$ cat src/rtl/pipe_ctrl.sv
`default_nettype none
// pipe_ctrl: pipeline stall/flush controller with MEM wait states and exception redirect.
// Optional stall watchdog built when STALL_WDT_EN is defined. Rev 1.0
module pipe_ctrl #(
  parameter int          MEM_WAIT    = 2,
  parameter logic [31:0] EXC_VECTOR  = 32'h0000_0020,
  parameter int          STALL_LIMIT = 1024
) (
  input  logic        clk,
  input  logic        rst,
  input  logic        stallreq_id,
  input  logic        stallreq_ex,
  input  logic        mem_req_i,
  input  logic [31:0] excepttype_i,
  input  logic [31:0] cp0_epc_i,
  output logic [5:0]  stall,
  output logic        flush,
  output logic [31:0] new_pc,
  output logic        stall_timeout
);

  localparam logic [31:0] EXC_ERET = 32'h0000_000e;

  typedef enum logic [1:0] {
    RUN  = 2'd0,
    WAIT = 2'd1,
    DONE = 2'd2
  } state_t;

  state_t     state, state_next;
  logic [3:0] wcnt, wcnt_next;
  logic       exc;
  logic       mem_wait;

  assign exc = (excepttype_i != 32'd0);

  always_ff @(posedge clk) begin
    if (rst) begin
      state <= RUN;
      wcnt  <= 4'd0;
    end else begin
      state <= state_next;
      wcnt  <= wcnt_next;
    end
  end

  always_comb begin
    state_next = state;
    wcnt_next  = wcnt;
    mem_wait   = 1'b0;
    stall      = 6'b000000;
    flush      = 1'b0;
    new_pc     = 32'd0;

    case (state)
      RUN: begin
        if (mem_req_i && (MEM_WAIT > 0)) begin
          mem_wait   = 1'b1;
          wcnt_next  = 4'(MEM_WAIT - 1);
          state_next = (MEM_WAIT == 1) ? DONE : WAIT;
        end
      end
      WAIT: begin
        mem_wait  = 1'b1;
        wcnt_next = wcnt - 4'd1;
        if (wcnt == 4'd1) state_next = DONE;
      end
      // DONE ignores mem_req_i so the finishing access cannot retrigger.
      DONE:    state_next = RUN;
      default: state_next = RUN;
    endcase

    if (exc) begin
      state_next = RUN;
      wcnt_next  = 4'd0;
      flush      = 1'b1;
      new_pc     = (excepttype_i == EXC_ERET) ? cp0_epc_i : EXC_VECTOR;
    end else if (mem_wait) begin
      stall = 6'b011111;
    end else if (stallreq_ex) begin
      stall = 6'b001111;
    end else if (stallreq_id) begin
      stall = 6'b000111;
    end

    if (rst) begin
      stall  = 6'b000000;
      flush  = 1'b0;
      new_pc = 32'd0;
    end
  end

`ifdef STALL_WDT_EN
  logic [15:0] wdt_cnt;
  logic        timeout_q;

  // Counter saturates at the limit; the flag is sticky until reset.
  always_ff @(posedge clk) begin
    if (rst) begin
      wdt_cnt   <= 16'd0;
      timeout_q <= 1'b0;
    end else if (flush || (stall == 6'b000000)) begin
      wdt_cnt <= 16'd0;
    end else if (wdt_cnt != 16'(STALL_LIMIT)) begin
      wdt_cnt <= wdt_cnt + 16'd1;
      if ((wdt_cnt + 16'd1) == 16'(STALL_LIMIT)) timeout_q <= 1'b1;
    end
  end

  assign stall_timeout = timeout_q;
`else
  assign stall_timeout = 1'b0;
`endif

endmodule
`default_nettype wire
$ cat config.mk
export PLATFORM = sky130hd
export DESIGN_NAME = pipe_ctrl
export DESIGN_NICKNAME = d
export VERILOG_FILES = /design/src/rtl/pipe_ctrl.sv
export SDC_FILE = /design/constraint.sdc
export NUM_CORES = 1
export LEC_CHECK = 0
export ABC_CLOCK_PERIOD_IN_PS = 1600
export BUFFER_PORTS_ARGS = -buffer_cell sky130_fd_sc_hd__buf_2
export CORE_UTILIZATION = 28
export CTS_CLUSTER_DIAMETER = 100
export DETAILED_ROUTE_END_ITERATION = 10
export GPL_TIMING_DRIVEN = 1
export HOLD_SLACK_MARGIN = 0.05
export PLACE_DENSITY = 0.81
export SLEW_MARGIN = 25
export SYNTH_ARGS = -nofsm -noshare
export SYNTH_HDL_FRONTEND = slang
export SYNTH_SLANG_ARGS = --single-unit
$ cat constraint.sdc
create_clock -name clk -period 1.6 [get_ports clk]
set_input_delay 0 -clock clk [delete_from_list [all_inputs] [get_ports clk]]
set_output_delay 0 -clock clk [all_outputs]
set_load 0.02 [all_outputs]
* Yosys cells after proc, flatten, opt, wreduce, memory -nomap -nowiden *
Index checks and enable logic that the tools add are counted.

storage, ports and cells
  register bits = 6
  output and inout bits = 40

cells by class
  $add $sub $neg = 1
  equal/unequal tests = 5
  muxes and demuxes = 17
  reductions and logical operators = 6

operators by type and width
  operator               count
  $mux W32               3
  $eq A32 B4 Y1 const B  1
  $reduce_bool A32 Y1    1
  $mux W5                2
  $mux W4                2
  $pmux W4 S2            1
  $mux W6                1
  $eq A4 B1 Y1 const B   1
  $mux W2                2
  $ne A2 B2 Y1 const B   2
  $pmux W2 S2            1
  $reduce_and A2 Y1      2
  $sub A4 B1 Y4 const B  1
  $mux W1                3
  $mux W3                1
  $eq A2 B1 Y1 const B   1
  $logic_not A2 Y1       1
  $pmux W1 S2            1
  $reduce_bool A2 Y1     1
  $reduce_or A2 Y1       1

* Depth between registers and ports, before layout *
  word-level depth = 5
  mapped depth = 6

* Worst setup path before layout *
OpenSTA, ideal clock, no wires.

  path kind = in2out
  start point = input port excepttype_i[21]
  end point = output port stall[1]
  arrival time = 1809 ps
  data required time = 1600 ps
  slack = -209 ps
  cell stages on the path = 6
  cell sequence = nor4_1 -> nand4_1 -> or4_1 -> buf_6 -> a31oi_1 -> buf_4

between the ends
  cells in the longest elaborated chain, start to end = 3

RTL lines
  element              line  source
  start: declaration   14    input logic [31:0] excepttype_i,
  $reduce_bool A32 Y1  35    assign exc = (excepttype_i != 32'd0);
  $mux W5              73    if (exc) begin
  $mux W6              86    if (rst) begin
  end: declaration     16    output logic [5:0] stall,

Every way passes these cells.

* Final worst setup path *
  start point = input port excepttype_i[14]
  end point = output port new_pc[26]

between the ends
  cells in the longest elaborated chain, start to end = 4
  elaborated cells on any way between the ends = 5
  classes of those cells = eq/ne: 1; mux: 3; reduce/logical: 1

RTL lines
  element           line  source
  $eq A32 B4 Y1     77    new_pc = (excepttype_i == EXC_ERET) ? cp0_epc_i : EXC_VECTOR;
  $mux W32          77
  $mux W32 *        73
  $mux W32 *        86
  end: declaration  18    output logic [31:0] new_pc,

Mark *: on every way between the ends. The rest lies on a longest branch, timed or not.

==> reports/results.tsv <==
stage	metric	value	unit
pwr	swShare	0.262	
floorplan	num_rows	17	
min_path	hold_class	in2reg	
detailed_routing	firstDrtPassIters	4	
placement	placed_cells	228	
logic_synthesis	netlist.area_leader.share	0.291	
floorplan	die_area	0.00258	sq mm
sta	worst_slack	-26.5	ps
sta	finalCriticalPeriod	1630	ps
placement	routabilityCongestion	0.778	
pwr	p_sw	108	uW
final_layout	syn2layout_area_growth	119	%
cts	clock-sinks	6	
detailed_routing	routed_via_density	4.54	
critical_path	crit_type	in2out	
pwr	cellLeakagePower	0.000789	uW
detailed_routing	ant_nets	0	
global_route	use_met3	0.0727	
critical_path	cp_max_fo	7	
critical_path	cp.required	1600	ps
outcome	violations	setup timing	
flow_run	max_cap_viol_count	0	
placement	place_ws	-54.8	ps
final_layout	fin_cells	236	
critical_path	startpoint_type	input pin	
cts	cts_tree	done	
logic_synthesis	synth_cells	95	
critical_path	cp_slowest_cell	nor4_2	
floorplan	die_y	50.8	um
floorplan	dieWidth	50.8	um
global_route	track_usage	0.179	
sta	finalCritPeriodShare	1.02	
detailed_routing	wl_per_cell	11.6	um
sta	slew_viol_final	0	
logic_synthesis	synth_area_leader_cell	and2_1	
logic_synthesis	syn-cell-area	667	sq um
cts	worstSkewPairLatency	250	ps
cts	cts_buffers	3	
critical_path	cp_slowest_stage_delay	270	ps
floorplan	core_area	0.00223	sq mm
detailed_routing	vias	1072	
pwr	p_int	305	uW
sta	max_freq	615	MHz
pwr	combPwrFrac	0.288	
final_layout	nNetsFinal	281	
logic_synthesis	ys_ff_latch	6	
critical_path	rrSetupSlack	360	ps
critical_path	critPathTopFamily	simple AND/OR/NAND/NOR gates	
floorplan	initial_core_util	0.299	
cts	htreeDepth	1	
sta	hold_ws	173	ps
final_layout	drive_above_1_share	0.668	
placement	dp_hpwl	2.00	mm
global_route	grt_max_degree	32	
pwr	seqPwrFrac	0.363	
pwr	power.clock.fraction	0.350	
global_route	gr-total-overflow	0	
final_layout	n_fill_cell	187	
detailed_routing	drc	0	
logic_synthesis	synth_most_common_cell	and2_1	
global_route	grt_pass1_vias	922	
global_route	grt_pass1_wl	3.53	mm
global_route	busiest_layer	met2	
logic_synthesis	synth_edf_count	0	
logic_synthesis	yosysSeqAreaShare	0.180	
critical_path	crit_buf_inv	5	
logic_synthesis	async_flop_share	0	
global_route	use_met1	0.148	
sta	setup_violations	1	
critical_path	cp.arrival	1630	ps
sta	final.setup_skew	1.71	ps
logic_synthesis	ys_types	26	
outcome	status	finished, violations left	
final_layout	n_antenna_cell	0	
logic_synthesis	synth_top_cells_by_area	and2_1 (29%), dfxtp_1 (18%), nor2_1 (7.3%)	
pwr	power_density	283	mW/mm^2
logic_synthesis	synth_common_cells	and2_1 (31), nor2_1 (13), dfxtp_1 (6), nor4_1 (6)	
placement	place_area	0.00125	sq mm
floorplan	pin_count	109	
logic_synthesis	synth_ff_type	dfxtp_1	
critical_path	cp-end-kind	output pin	
logic_synthesis	syn_avg_cell_area	7.02	sq um
sta	hold_violations	0	
detailed_routing	drtIter0Drc	8	
critical_path	crit_top_cell	buf_4	
cts	cts_buffer_depth	2	
final_layout	post-route-cell-area	0.00146	sq mm
cts	cts_hold_buf	0	
placement	port_buffers	106	
cts	clk_pin_slew	50	ps
global_route	use_met2	0.364	
global_route	grt_antenna_before_repair	0	
cts	cts_root_buffer	clkbuf_4	
logic_synthesis	yosys_warnings	0	
pwr	ir_drop	0.000218	V
critical_path	crit_chain	buf_2, nor4_2, nand4_1, buf_4, nor4_4, buf_4, buf_4, and2_1, buf_2	
detailed_routing	totalWireLength	2.74	mm
[cells in the final DEF (no fill, tap or decap), types with 4 or more instances in the layout]
cell,n
buf_4,19
a21oi_1,4
inv_1,4
dfxtp_1,6
nor4_2,5
buf_2,86
and2_1,24
buf_6,12
nor2_1,13
and2_4,7
[cell type report]
class,count,area [sq um],area share
flip-flops and latches,6,120,0.0823
inverters,4,15.0,0.0103
repair buffers,117,708,0.485
multi-input cells,78,559,0.383
well taps,28,35.0,0.0240
clock buffers,3,22.5,0.0154
[cell families (layout without fill, tap and decap cells)]
group / Yosys count / in the layout / share of synthesized area
other: 1 / 2 / 0.00562
buffers and inverters: 12 / 124 / 0.101
DFF: 6 / 6 / 0.180
muxes: 2 / 2 / 0.0338
AOI/OAI and AO/OA: 10 / 10 / 0.103
adders and majority gates: 2 / 2 / 0.0375
and+or+nand+nor: 62 / 62 / 0.538
[worst min-delay path, delay by kind of cell]
| kind | cells | cell delay [ps] |
|---|---|---|
| buffers and inverters | 1 | 130 |
| AND/OR/NAND/NOR | 1 | 190 |
| AO/OA/AOI/OAI | 1 | 40 |
[power groups by stage]
| stage | sequential [uW] | combinational, uW | clock, uW |
|---|---|---|---|
| after CTS | 150 | 110 | 146 |
| final | 150 | 119 | 144 |
| after detailed placement | 153 | 109 | 0 |
| after global placement | 153 | 107 | 0 |
| after global routing | 150 | 130 | 161 |
| after floorplan | 153 | 26.5 | 0 |
[metal layers]
layer  up-vias  wire length [um]
met5         -                 0
met4         0                72
met3        11               235
met2        60              1490
met1       458               944
li1        543                 -
[state kept, by name (all words and copies together) (netlist names)]
name,flops
state,2
wcnt,4
[worst paths after layout]
path                                end            startpoint  cells past startpoint
hold / removal    state[0]$_SDFFE_PP0P_                   rst                      3
setup / recovery             new_pc[26]      excepttype_i[14]                      9
hold reg to reg    wcnt[1]$_SDFFE_PP0P_  wcnt[1]$_SDFFE_PP0P_                      2
setup reg to reg   wcnt[3]$_SDFFE_PP0P_  wcnt[0]$_SDFFE_PP0P_                      4
[timing repair]
item	in CTS	in global routing
pin swaps	0	4
buffers inserted	0	2
setup endpoints to repair	3	34
resized for setup	1	48
cloned	0	3
[through the flow]
stage / TNS, ps / utilization / power [uW]
final: -26.5 / 0.654 / 413
after global routing: -869 / 0.654 / 441
after CTS: 0 / 0.571 / 406
after detailed placement: -213 / 0.560 / 262
after global placement: 0 / 0.560 / 260
after floorplan: 0 / - / 179
No activity file was read; power rests on OpenSTA's default activity.
